**src/rtl/rsa_io_pkg.sv**
```systemverilog
// Shared definitions for the RSA ASIP I/O stages: loader FSM states and the
// data-memory / MMIO address map.
package rsa_io_pkg;

    localparam int MEM_ADDR_W = 18;

    localparam logic [MEM_ADDR_W-1:0] MMIO_SELECTED_ADDR = 18'h3D08D;
    localparam logic [MEM_ADDR_W-1:0] MMIO_SECTOR_ADDR   = 18'h3D08E;

    typedef enum logic [2:0] {
        ST_IDLE,
        ST_WAIT_REQ,
        ST_WRITE,
        ST_WAIT_REL,
        ST_DONE
    } loader_state_t;

endpackage

```
**src/rtl/sync_2ff.sv**
```systemverilog
// Parameterised-width double-flop synchronizer for signals crossing into clk.
module sync_2ff #(
    parameter int WIDTH = 1
) (
    input  logic             clk,
    input  logic             rst,
    input  logic [WIDTH-1:0] d_i,
    output logic [WIDTH-1:0] q_o
);

    logic [WIDTH-1:0] meta_q;
    logic [WIDTH-1:0] sync_q;

    always_ff @(posedge clk or posedge rst) begin
        if (rst) begin
            meta_q <= '0;
            sync_q <= '0;
        end else begin
            meta_q <= d_i;
            sync_q <= meta_q;
        end
    end

    assign q_o = sync_q;

endmodule

```
**src/rtl/gpio_input_loader.sv**
```systemverilog
// Loads the input image byte-by-byte from a GPIO req/ack source into data memory.
// Optional running byte checksum enabled by defining GPIO_LOADER_CHECKSUM_EN.
module gpio_input_loader
    import rsa_io_pkg::*;
#(
    parameter int                ADDR_W    = MEM_ADDR_W,
    parameter int                DATA_W    = 8,
    parameter logic [ADDR_W-1:0] BASE_ADDR = '0,
    parameter logic [ADDR_W-1:0] IMG_BYTES = ADDR_W'(160000)
) (
    input  logic              clk,
    input  logic              rst,
    input  logic              enable,
    input  logic              gpio_req,
    input  logic [DATA_W-1:0] gpio_data,
    output logic              gpio_ack,
    output logic [ADDR_W-1:0] mem_address,
    output logic [DATA_W-1:0] mem_data,
    output logic              mem_wren,
    output logic              busy,
    output logic              done,
    output logic [DATA_W-1:0] checksum
);

    logic req_s;

    sync_2ff #(.WIDTH(1)) u_req_sync (
        .clk (clk),
        .rst (rst),
        .d_i (gpio_req),
        .q_o (req_s)
    );

    loader_state_t     state_q, state_d;
    logic [ADDR_W-1:0] cnt_q, cnt_d;
    logic [ADDR_W-1:0] addr_q, addr_d;
    logic [DATA_W-1:0] data_q, data_d;
    logic              wren_q, wren_d;
    logic              ack_q, ack_d;
    logic              busy_q, busy_d;
    logic              done_q, done_d;

    always_ff @(posedge clk or posedge rst) begin
        if (rst) begin
            state_q <= ST_IDLE;
            cnt_q   <= '0;
            addr_q  <= '0;
            data_q  <= '0;
            wren_q  <= 1'b0;
            ack_q   <= 1'b0;
            busy_q  <= 1'b0;
            done_q  <= 1'b0;
        end else begin
            state_q <= state_d;
            cnt_q   <= cnt_d;
            addr_q  <= addr_d;
            data_q  <= data_d;
            wren_q  <= wren_d;
            ack_q   <= ack_d;
            busy_q  <= busy_d;
            done_q  <= done_d;
        end
    end

    // cnt is only cleared by reset so a paused load resumes at the next address.
    always_comb begin
        state_d = state_q;
        cnt_d   = cnt_q;
        addr_d  = addr_q;
        data_d  = data_q;
        wren_d  = 1'b0;
        ack_d   = ack_q;
        busy_d  = busy_q;
        done_d  = done_q;
        case (state_q)
            ST_IDLE: begin
                if (enable) state_d = ST_WAIT_REQ;
            end
            ST_WAIT_REQ: begin
                if (!enable) begin
                    state_d = ST_IDLE;
                end else if (req_s) begin
                    state_d = ST_WRITE;
                    data_d  = gpio_data;
                    addr_d  = BASE_ADDR + cnt_q;
                    wren_d  = 1'b1;
                    busy_d  = 1'b1;
                end
            end
            ST_WRITE: begin
                ack_d   = 1'b1;
                cnt_d   = cnt_q + 1'b1;
                state_d = ST_WAIT_REL;
            end
            ST_WAIT_REL: begin
                if (!req_s) begin
                    ack_d = 1'b0;
                    if (cnt_q == IMG_BYTES) begin
                        state_d = ST_DONE;
                        done_d  = 1'b1;
                        busy_d  = 1'b0;
                    end else if (enable) begin
                        state_d = ST_WAIT_REQ;
                    end else begin
                        state_d = ST_IDLE;
                    end
                end
            end
            ST_DONE: ;
            default: state_d = ST_IDLE;
        endcase
    end

`ifdef GPIO_LOADER_CHECKSUM_EN
    logic [DATA_W-1:0] sum_q;

    always_ff @(posedge clk or posedge rst) begin
        if (rst)                    sum_q <= '0;
        else if (state_q == ST_WRITE) sum_q <= sum_q + data_q;
    end

    assign checksum = sum_q;
`else
    assign checksum = '0;
`endif

    assign gpio_ack    = ack_q;
    assign mem_address = addr_q;
    assign mem_data    = data_q;
    assign mem_wren    = wren_q;
    assign busy        = busy_q;
    assign done        = done_q;

endmodule

```
**config.mk**
```make
export PLATFORM = sky130hd
export DESIGN_NAME = gpio_input_loader
export DESIGN_NICKNAME = d
export VERILOG_FILES = /design/src/rtl/rsa_io_pkg.sv /design/src/rtl/sync_2ff.sv /design/src/rtl/gpio_input_loader.sv
export SDC_FILE = /design/constraint.sdc
export NUM_CORES = 1
export LEC_CHECK = 0
export CORE_ASPECT_RATIO = 0.9
export CORE_MARGIN = 4
export CORE_UTILIZATION = 40
export CTS_CLUSTER_SIZE = 30
export DETAILED_ROUTE_END_ITERATION = 12
export GPL_TIMING_DRIVEN = 0
export PLACE_DENSITY = 0.68
export SLEW_MARGIN = 0
export SYNTH_ARGS = -nofsm -noshare
export SYNTH_HDL_FRONTEND = slang
export SYNTH_SLANG_ARGS = --single-unit
```
**constraint.sdc**
```tcl
create_clock -name clk -period 1.6 [get_ports clk]
set_input_delay 0.32 -clock clk [delete_from_list [all_inputs] [get_ports clk]]
set_output_delay 0.32 -clock clk [all_outputs]
set_load 0.03 [all_outputs]
```
==> impl_metrics.csv, run 1 <==
group,metric,value,unit
worst_setup_path,cp_slowest_cell,"dfrtp_1",
route,dr_wl_met3,228,um
worst_setup_path,timing.critical_path.from_type,"flop",
synthesis,ys_seq_elements,53,
worst_setup_path,cpPeakStageDelay,380,ps
worst_setup_path,worst-path-buf-inv,2,
route,detail_route.iter0.violations,47,
route,drcViolationCount,0,
worst_setup_path,dominant_delay_contributor_by_cell_family_on_the_critical_path,"simple AND/OR/NAND/NOR gates",
synthesis,number_of_synthesized_flops_with_an_enable_pin,0,
route,highest-signal-layer,"met4",
synthesis,yosysWarnings,0,
die,fp.coreArea,5380,um2
grt,antenna_found_initial,0,
clock_network,h_tree_levels,2,
sta,final.setup.tns,0,ps
cells_and_area,finish.instance_area,2980,um2
cells_and_area,drive_gt1_share,27.1,%
clock_network,tritoncts.num_buffers,5,
cells_and_area,area_delta_synth_final,31.1,%
cells_and_area,finalCoreUtilization,55.4,%
cells_and_area,antenna-diode-count,0,
pwr,pwr_cell_area,1380,nW/um2
worst_setup_path,critPathMaxFanout,9,
min_path,hold_path_startpoint,"u_req_sync.meta_q$_DFF_PP0_",
cells_and_area,instances_no_fill,307,
die,std_cell_rows,25,
cells_and_area,layout.cells.most_common,"dfrtp_1",
route,post_drt_via_cell_ratio,4.84,
sta,timing_hold_violations_final,0,
worst_setup_path,source_of_the_worst_register_to_register_timing_path,"state_q[0]$_DFFE_PP0P_",
route,drt-total-wl,4160,um
outcome,outcome,"completed",
job,maxCapViolations,0,
synthesis,post_synth_num_cell_types,36,
route,detail_route.wirelength.met1,1840,um
synthesis,syn_avg_cell_area,12.7,um2
worst_setup_path,regToRegSetupSlack,80,ps
sta,achievable-frequency,657,MHz
synthesis,synthCells,179,
die,fp.dieW,87.5,um
pwr,power_leakage,1.52,nW
synthesis,postSynth.asyncResetShare,100,%
route,detail_route.wl_per_cell,13.6,um
clock_network,cts_sinks,53,
clock_network,clockRootBuffer,"clkbuf_8",
place,port_buffers,41,
die,initial_utilization,42.3,%
clock_network,cts.path.max_buffers,2,
grt,maximum_number_of_pins_on_one_net_before_global_route_repair,54,
clock_network,clock_insertion_delay_worst_skew,300,ps
synthesis,syn-cell-area,2270,um2
clock_network,cts_hold_repair.buffers,0,
worst_setup_path,timing_worst_setup_path_type,"flop to flop",
worst_setup_path,crit_arrival,1760,ps
place,finalWeightedCongestion,0.742,
die,die-height,79.5,um
min_path,worst_hold_path.num_cells,0,
sta,maxSlewHeadroom,25.9,%
sta,slew_violations,0,
sta,setup_viol_count_final,0,
route,vias,1486,
min_path,timing.hold.worst.class,"flop to flop",
sta,tmin_final,1520,ps
min_path,hold_end,"u_req_sync.q_o$_DFF_PP0_",
synthesis,netlist.area_leader.share,58.3,%
cells_and_area,nNetsFinal,253,
place,placed_area,2800,um2
sta,worst_clock_skew,2.46,ps
synthesis,synth-main-ff-cell,"dfrtp_1",
grt,gr-total-overflow,0,
worst_setup_path,cp_cell_sequence,"buf_6 > nor3b_4 > nand4_4 > buf_4 > nor3_2 > xor2_1",
clock_network,clock_pin_slew_of_the_registers_on_the_worst_case_setup_and_hold_paths,90,ps
synthesis,yosys.area.top_type,"dfrtp_1",
grt,gr-usage-all-layers,13.0,%
grt,first_global_vias,1505,
die,design.die.area,6960,um2
worst_setup_path,timing.rr.end,"cnt_q[11]$_DFFE_PP0P_",
worst_setup_path,worst_setup_path_startpoint,"state_q[0]$_DFFE_PP0P_",
synthesis,synth_area_leaders,"dfrtp_1 (58%), mux2_2 (11%), xor2_1 (3.5%)",
clock_network,tritoncts,"done",
grt,grt_first_pass_wirelength,7070,um
place,dp_cells,294,
place,hpwlAfterDp,2940,um
sta,transition_at_the_pin_with_the_smallest_max_transition_slack,1110,ps
worst_setup_path,critPathRequiredTime,1840,ps
route,met2_wire_len,2030,um
route,ant_nets,0,
worst_setup_path,endpoint_kind,"flop",
die,io-pin-count,50,
cells_and_area,layout_common_cells,"dfrtp_1 (49), dlygate4sd2_1 (30), mux2_2 (22)",
sta,rsz0062_at_grt,"yes",
route,detailedRoute.firstPassIterationCount,4,
worst_setup_path,worst_r2r_path_depth,6,
pwr,max-vdd-ir-drop,0.792,mV
sta,final.period_utilization,95.1,%
sta,hold_ws,354,ps
synthesis,synth.yosys.seq_area_share,58.3,%
flip-flops by register name (all words and copies together) (netlist names):
name               count
busy                   1
cnt_q                 18
done                   1
gpio_ack               1
mem_address           18
mem_data               8
mem_wren               1
state_q                3
u_req_sync.meta_q      1
u_req_sync.q_o         1
worst max-delay path by stage:
stage / endpoint / slack, ps / depth (start not counted)
2_1_floorplan: cnt_q[17]$_DFFE_PP0P_ / 130 / 5
3_3_place_gp: mem_address[9]$_DFFE_PP0P_ / -210 / 4
3_5_place_dp: mem_data[2]$_DFFE_PP0P_ / -220 / 4
4_1_cts: cnt_q[5]$_DFFE_PP0P_ / 0.4 / 6
5_1_grt: cnt_q[5]$_DFFE_PP0P_ / -30 / 6
6_report: cnt_q[11]$_DFFE_PP0P_ / 80 / 6
per-stage QoR:
stage | worst slack, ps | total power [mW]
global placement | -212 | 3.16
CTS | 0.376 | 4.12
global route | -33.8 | 4.37
finish | 78.7 | 4.13
detailed placement | -220 | 3.19
floorplan | 135 | 2.67
cell usage after synthesis, types with 3 or more instances:
cell and count:
buf_4 9, xor2_1 9, inv_1 6, mux2_2 22, xnor2_1 8, nand2b_1 4, nand3_1 3, nand2_1 13
dfrtp_1 53, nand4_1 5, o21ai_0 7, nor2_1 10
power by group:
part           leakage (nW)  switching [mW]  internal (mW)
sequential            0.689           0.186           1.60
clock                0.0681           0.436          0.621
combinational         0.764           0.743          0.540
final cells by class:
type,count,area [um2]
clock inverters,3,65.1
inverters,6,26.3
flip-flops and latches,53,1330
repair buffers,46,410
clock buffers,5,68.8
fillers,499,2400
plain buffers,13,98.8
well taps,67,83.8
multi-input cells,114,898
what timing repair did:
| item | CTS | global route |
|---|---|---|
| resized for setup | 30 | 17 |
| endpoints found under the setup margin | 31 | 29 |
| pin swaps | 1 | 3 |
| cloned | 0 | 0 |
| setup buffers | 1 | 4 |
| hold endpoints to repair | 0 | 0 |
kinds of logic (layout without fill, tap and decap cells):
group	Yosys count	after routing	share of synthesized area (%)
simple gates	55	55	15.6
flops	53	53	58.3
mux	22	22	10.9
buf+inv	19	73	5.06
xor+xnor	17	17	6.55
compound gates	10	10	2.31
fa+ha+maj	2	2	1.10
other cells	1	8	0.165
routing by layer:
metal / global-route usage, % / vias to the layer above
li1: - / 715
met1: 16.1 / 735
met2: 21.3 / 30
met3: 4.02 / 6
met4: 4.60 / 0
met5: 0 / -
(Power assumes the default switching activity.)
==> inputs of run 2 (changes only) <==
TNS_END_PERCENT = 1   (was not set)
==> run 2 against run 1 <==
- sequential power barely moved
- worst hold slack improved by 0.74 ps
- final cell count fell by 0.98%
- total power fell by 0.44%
- fmax fell by 0.79%
- sequential share of layout area rose by 0.34 points
- die area did not move
- via count fell by 0.47%
- critical endpoint is now mem_data[2]$_DFFE_PP0P_
- largest power group unchanged
==> impl_metrics.csv, run 2 (synthesis results as in run 1) <==
group,metric,value,unit
pwr,pwr_cell_area,1390,nW/um2
route,drt-total-wl,4100,um
clock_network,tritoncts,"done",
die,initial_utilization,42.3,%
die,std_cell_rows,25,
route,post_drt_via_cell_ratio,4.87,
sta,tmin_final,1530,ps
sta,slew_violations,0,
place,hpwlAfterDp,2940,um
place,dp_cells,294,
die,fp.coreArea,5380,um2
clock_network,clock_insertion_delay_worst_skew,300,ps
die,design.die.area,6960,um2
cells_and_area,area_delta_synth_final,30.1,%
cells_and_area,finalCoreUtilization,55.0,%
cells_and_area,multi_input_area,905,um2
sta,achievable-frequency,652,MHz
pwr,netSwitchingFraction,33.0,%
worst_setup_path,timing_worst_setup_path_type,"flop to flop",
die,die-height,79.5,um
route,detailedRoute.firstPassIterationCount,4,
sta,timing_hold_violations_final,0,
cells_and_area,drive_gt1_share,26.2,%
sta,setup_viol_count_final,0,
grt,gr-total-overflow,0,
pwr,finalPower,4.11,mW
sta,rsz0062_at_grt,"yes",
die,fp.dieW,87.5,um
worst_setup_path,endpoint_kind,"flop",
worst_setup_path,critPathRequiredTime,1790,ps
cells_and_area,finish.instance_area,2960,um2
worst_setup_path,crit_arrival,1720,ps
pwr,power_leakage,1.50,nW
worst_setup_path,cp_slowest_cell,"dfrtp_1",
cells_and_area,final.fill_count,502,
grt,first_global_vias,1498,
worst_setup_path,critPathMaxFanout,10,
pwr,pwr-share-clk,25.6,%
clock_network,tritoncts.num_buffers,5,
cells_and_area,instances_no_fill,304,
worst_setup_path,cpPeakStageDelay,370,ps
pwr,net-switching-power,1.36,mW
pwr,intPower,2.75,mW
route,vias,1479,
job,maxCapViolations,0,
pwr,comb_power_share,31.0,%
min_path,timing.hold.worst.class,"flop to flop",
place,port_buffers,41,
clock_network,cts.path.max_buffers,2,
cells_and_area,layout_common_cells,"dfrtp_1 (49), dlygate4sd2_1 (30), mux2_2 (22)",
clock_network,clock_pin_slew_of_the_registers_on_the_worst_case_setup_and_hold_paths,90,ps
cells_and_area,antenna-diode-count,0,
clock_network,cts_hold_repair.buffers,0,
worst_setup_path,timing.critical_path.from_type,"flop",
sta,transition_at_the_pin_with_the_smallest_max_transition_slack,1110,ps
clock_network,clockRootBuffer,"clkbuf_8",
place,finalWeightedCongestion,0.742,
place,placed_area,2800,um2
pwr,share_seq_of_total_power,43.4,%
route,drcViolationCount,0,
route,detail_route.wl_per_cell,13.5,um
route,ant_nets,0,
sta,final.setup.tns,0,ps
worst_setup_path,cp_cell_sequence,"buf_4 > nor2_1 > nand4_1 > buf_2 > mux2_2",
sta,worst_clock_skew,2.69,ps
cells_and_area,nNetsFinal,250,
pwr,max-vdd-ir-drop,0.791,mV
grt,maximum_number_of_pins_on_one_net_before_global_route_repair,54,
sta,final.period_utilization,95.8,%
route,detail_route.iter0.violations,59,
grt,gr-usage-all-layers,12.9,%
cells_and_area,layout.cells.most_common,"dfrtp_1",
die,io-pin-count,50,
grt,antenna_found_initial,0,
clock_network,cts_sinks,53,
grt,grt_first_pass_wirelength,7040,um
outcome,outcome,"completed",
sta,maxSlewHeadroom,25.8,%
cells_and_area,register_area,1330,um2
clock_network,h_tree_levels,2,
run 2: changes by cell type in the layout (fill, tap and decap cells not counted), sizes merged:
| cell | before | now |
|---|---|---|
| buf | 18 | 14 |
| clkbuf | 5 | 6 |
run 2: area by class of cell:
class                   count  area share, %
flip-flops and latches     53           45.0
multi-input cells         114           30.6
repair buffers             43           13.1
plain buffers              13           3.13
well taps                  67           2.83
clock buffers               5           2.32
clock inverters             3           2.20
inverters                   6          0.888
run 2: worst paths after layout:
path                                                    end  slack (ps)                         from  cells after the start
max in group asynchronous              cnt_q[4]$_DFFE_PP0P_         340                          rst                      2
worst max register to register      mem_data[2]$_DFFE_PP0P_          70       state_q[1]$_DFFE_PP0P_                      5
min in group asynchronous       mem_address[17]$_DFFE_PP0P_         620                          rst                      2
worst min register to register     u_req_sync.q_o$_DFF_PP0_         350  u_req_sync.meta_q$_DFF_PP0_                      0
worst min-delay path               u_req_sync.q_o$_DFF_PP0_         350  u_req_sync.meta_q$_DFF_PP0_                      0
worst max-delay path                mem_data[2]$_DFFE_PP0P_          70       state_q[1]$_DFFE_PP0P_                      5
run 2: metal layers:
metal  track usage (%)  share of wire [%]  vias up
met1              16.0                 45      729
met3              4.02                5.4        6
met5                 0                  0        -
met4              4.60                1.3        0
li1                  -                  -      713
met2              21.2                 49       31
run 2: per-stage QoR:
stage	setup WS (ps)	hold WS, ps
6_report	66.6	354
5_1_grt	-55.1	378
4_1_cts	7.42	359
3_5_place_dp	-220	336
3_3_place_gp	-212	334
2_1_floorplan	135	331
run 2: repair_timing:
| action | in CTS | in global routing |
|---|---|---|
| pin swaps | 3 | 4 |
| setup endpoints to repair | 31 | 29 |
| gates resized for setup | 31 | 10 |
| buffers inserted | 0 | 2 |
run 2: power by group through the flow:
stage                     Combinational, mW  Clock (mW)  Sequential [mW]
final                                  1.27        1.05             1.78
after global routing                   1.38        1.15             1.83
after CTS                              1.25        1.08             1.78
after detailed placement               1.37           0             1.82
after global placement                 1.35           0             1.81
after floorplan                       0.524           0             2.14
run 2: worst max-delay path, delay by kind of cell, from the launching register on:
kind / cells / cell delay, ps
simple gates: 2 / 320
mux: 1 / 300
buf+inv: 2 / 440
flops: 1 / 370
==> inputs of run 3 (changes only) <==
TNS_END_PERCENT = 50   (was 1)
==> run 3 against run 2 <==
- final cell count is 0.33% higher
- clock skew is essentially flat
- clock power hardly changed
- critical endpoint is now cnt_q[12]$_DFFE_PP0P_
- register-to-register slack is essentially flat
- total power up 0.28%
- critical path type unchanged
==> impl_metrics.csv, run 3 (synthesis results as in run 1) <==
group,metric,value,unit
route,vias,1480,
pwr,max-vdd-ir-drop,0.792,mV
route,dr_wl_met3,228,um
job,maxCapViolations,0,
min_path,hold_path_startpoint,"u_req_sync.meta_q$_DFF_PP0_",
grt,first_global_vias,1498,
clock_network,tritoncts,"done",
min_path,worst_hold_path.num_cells,0,
route,ant_nets,0,
die,fp.coreArea,5380,um2
worst_setup_path,critPathRequiredTime,1830,ps
worst_setup_path,timing_worst_setup_path_type,"flop to flop",
cells_and_area,layout_common_cells,"dfrtp_1 (49), dlygate4sd2_1 (30), mux2_2 (22)",
route,met2_wire_len,2000,um
grt,gr-total-overflow,0,
die,design.die.area,6960,um2
route,post_drt_via_cell_ratio,4.85,
die,initial_utilization,42.3,%
sta,worst_clock_skew,2.34,ps
die,io-pin-count,50,
min_path,timing.hold.worst.class,"flop to flop",
grt,gr-usage-all-layers,12.9,%
route,drt-total-wl,4130,um
sta,achievable-frequency,658,MHz
sta,transition_at_the_pin_with_the_smallest_max_transition_slack,1110,ps
route,highest-signal-layer,"met4",
outcome,outcome,"completed",
grt,maximum_number_of_pins_on_one_net_before_global_route_repair,54,
pwr,pwr_cell_area,1390,nW/um2
route,drcViolationCount,0,
cells_and_area,antenna-diode-count,0,
worst_setup_path,worst_r2r_path_depth,5,
worst_setup_path,source_of_the_worst_register_to_register_timing_path,"cnt_q[0]$_DFFE_PP0P_",
clock_network,cts_sinks,53,
route,detail_route.wl_per_cell,13.5,um
clock_network,clockRootBuffer,"clkbuf_8",
cells_and_area,area_delta_synth_final,30.7,%
sta,tmin_final,1520,ps
cells_and_area,drive_gt1_share,26.9,%
sta,final.setup.tns,0,ps
clock_network,clock_pin_slew_of_the_registers_on_the_worst_case_setup_and_hold_paths,90,ps
sta,rsz0062_at_grt,"yes",
sta,slew_violations,0,
worst_setup_path,timing.critical_path.from_type,"flop",
route,detailedRoute.firstPassIterationCount,4,
clock_network,tritoncts.num_buffers,5,
route,detail_route.wirelength.met1,1840,um
route,detail_route.iter0.violations,66,
sta,maxSlewHeadroom,25.7,%
clock_network,h_tree_levels,2,
worst_setup_path,endpoint_kind,"flop",
sta,final.period_utilization,95.0,%
worst_setup_path,timing.rr.end,"cnt_q[12]$_DFFE_PP0P_",
pwr,power_leakage,1.51,nW
clock_network,cts.path.max_buffers,2,
die,die-height,79.5,um
grt,grt_first_pass_wirelength,7040,um
cells_and_area,layout.cells.most_common,"dfrtp_1",
grt,antenna_found_initial,0,
worst_setup_path,critPathMaxFanout,4,
die,fp.dieW,87.5,um
worst_setup_path,crit_arrival,1750,ps
sta,setup_viol_count_final,0,
place,port_buffers,41,
die,std_cell_rows,25,
min_path,hold_end,"u_req_sync.q_o$_DFF_PP0_",
clock_network,clock_insertion_delay_worst_skew,300,ps
place,finalWeightedCongestion,0.742,
cells_and_area,nNetsFinal,251,
sta,hold_ws,354,ps
cells_and_area,final.fill_count,502,
sta,timing_hold_violations_final,0,
place,hpwlAfterDp,2940,um
worst_setup_path,regToRegSetupSlack,80,ps
## run 3: cell count changes in the layout (fill, tap and decap cells not counted), sizes merged
| cell | delta |
|---|---|
| buf | +2 |
| clkbuf | -1 |
## run 3: area by class of cell
class                           count  area [um2]  area share (%)
Sequential cell                    53        1330            44.8
Multi-Input combinational cell    114         905            30.4
Timing Repair Buffer               44         395            13.3
Buffer                             13        98.8            3.32
Tap cell                           67        83.8            2.82
Clock buffer                        5        68.8            2.31
Clock inverter                      3        65.1            2.19
Inverter                            6        26.3           0.883
## run 3: how the worst max path moves through the flow
stage,start,endpoint,slack [ps],depth (start not counted)
final,cnt_q[0]$_DFFE_PP0P_,cnt_q[12]$_DFFE_PP0P_,80,5
after CTS,cnt_q[9]$_DFFE_PP0P_,busy$_DFFE_PP0P_,7,3
after global placement,enable,mem_address[9]$_DFFE_PP0P_,-210,4
after global routing,cnt_q[4]$_DFFE_PP0P_,busy$_DFFE_PP0P_,-20,4
after detailed placement,enable,mem_data[2]$_DFFE_PP0P_,-220,4
after floorplan,state_q[0]$_DFFE_PP0P_,cnt_q[17]$_DFFE_PP0P_,130,5
## run 3: per-stage QoR
stage	instances	area, um2	worst slack (ps)	total power, mW	utilization, %
detailed placement	294	2800	-220	3.19	52.0
finish	305	2970	79.2	4.12	55.3
global placement	294	2800	-212	3.16	52.0
global route	305	2970	-22.9	4.36	55.3
CTS	302	2900	7.42	4.11	53.8
floorplan	186	2300	135	2.67	-
## run 3: report_power, final
part	internal (mW)	switching, mW
clock network	0.621	0.431
logic	0.539	0.743
registers	1.60	0.186
total	2.76	1.36
## run 3: repair_timing
item                       in CTS  in global routing
pin swaps                       3                  4
hold endpoints to repair        0                  0
resized for setup              31                 17
hold buffers                    0                  0
buffers inserted                0                  3
setup endpoints to repair      31                 29
## run 3: worst max-delay path, cell delays in order, from the launching register on
cell and delay, ps:
dfrtp_1 440, ha_1 170, and4bb_2 270, nand4_1 220, nor2_1 190, xor2_1 150
## run 3: routing by layer
metal  GRT usage [%]  vias to the layer above
li1                -                      711
met1            16.0                      732
met2            21.2                       30
met3            4.02                        7
met4            4.60                        0
met5               0                        -
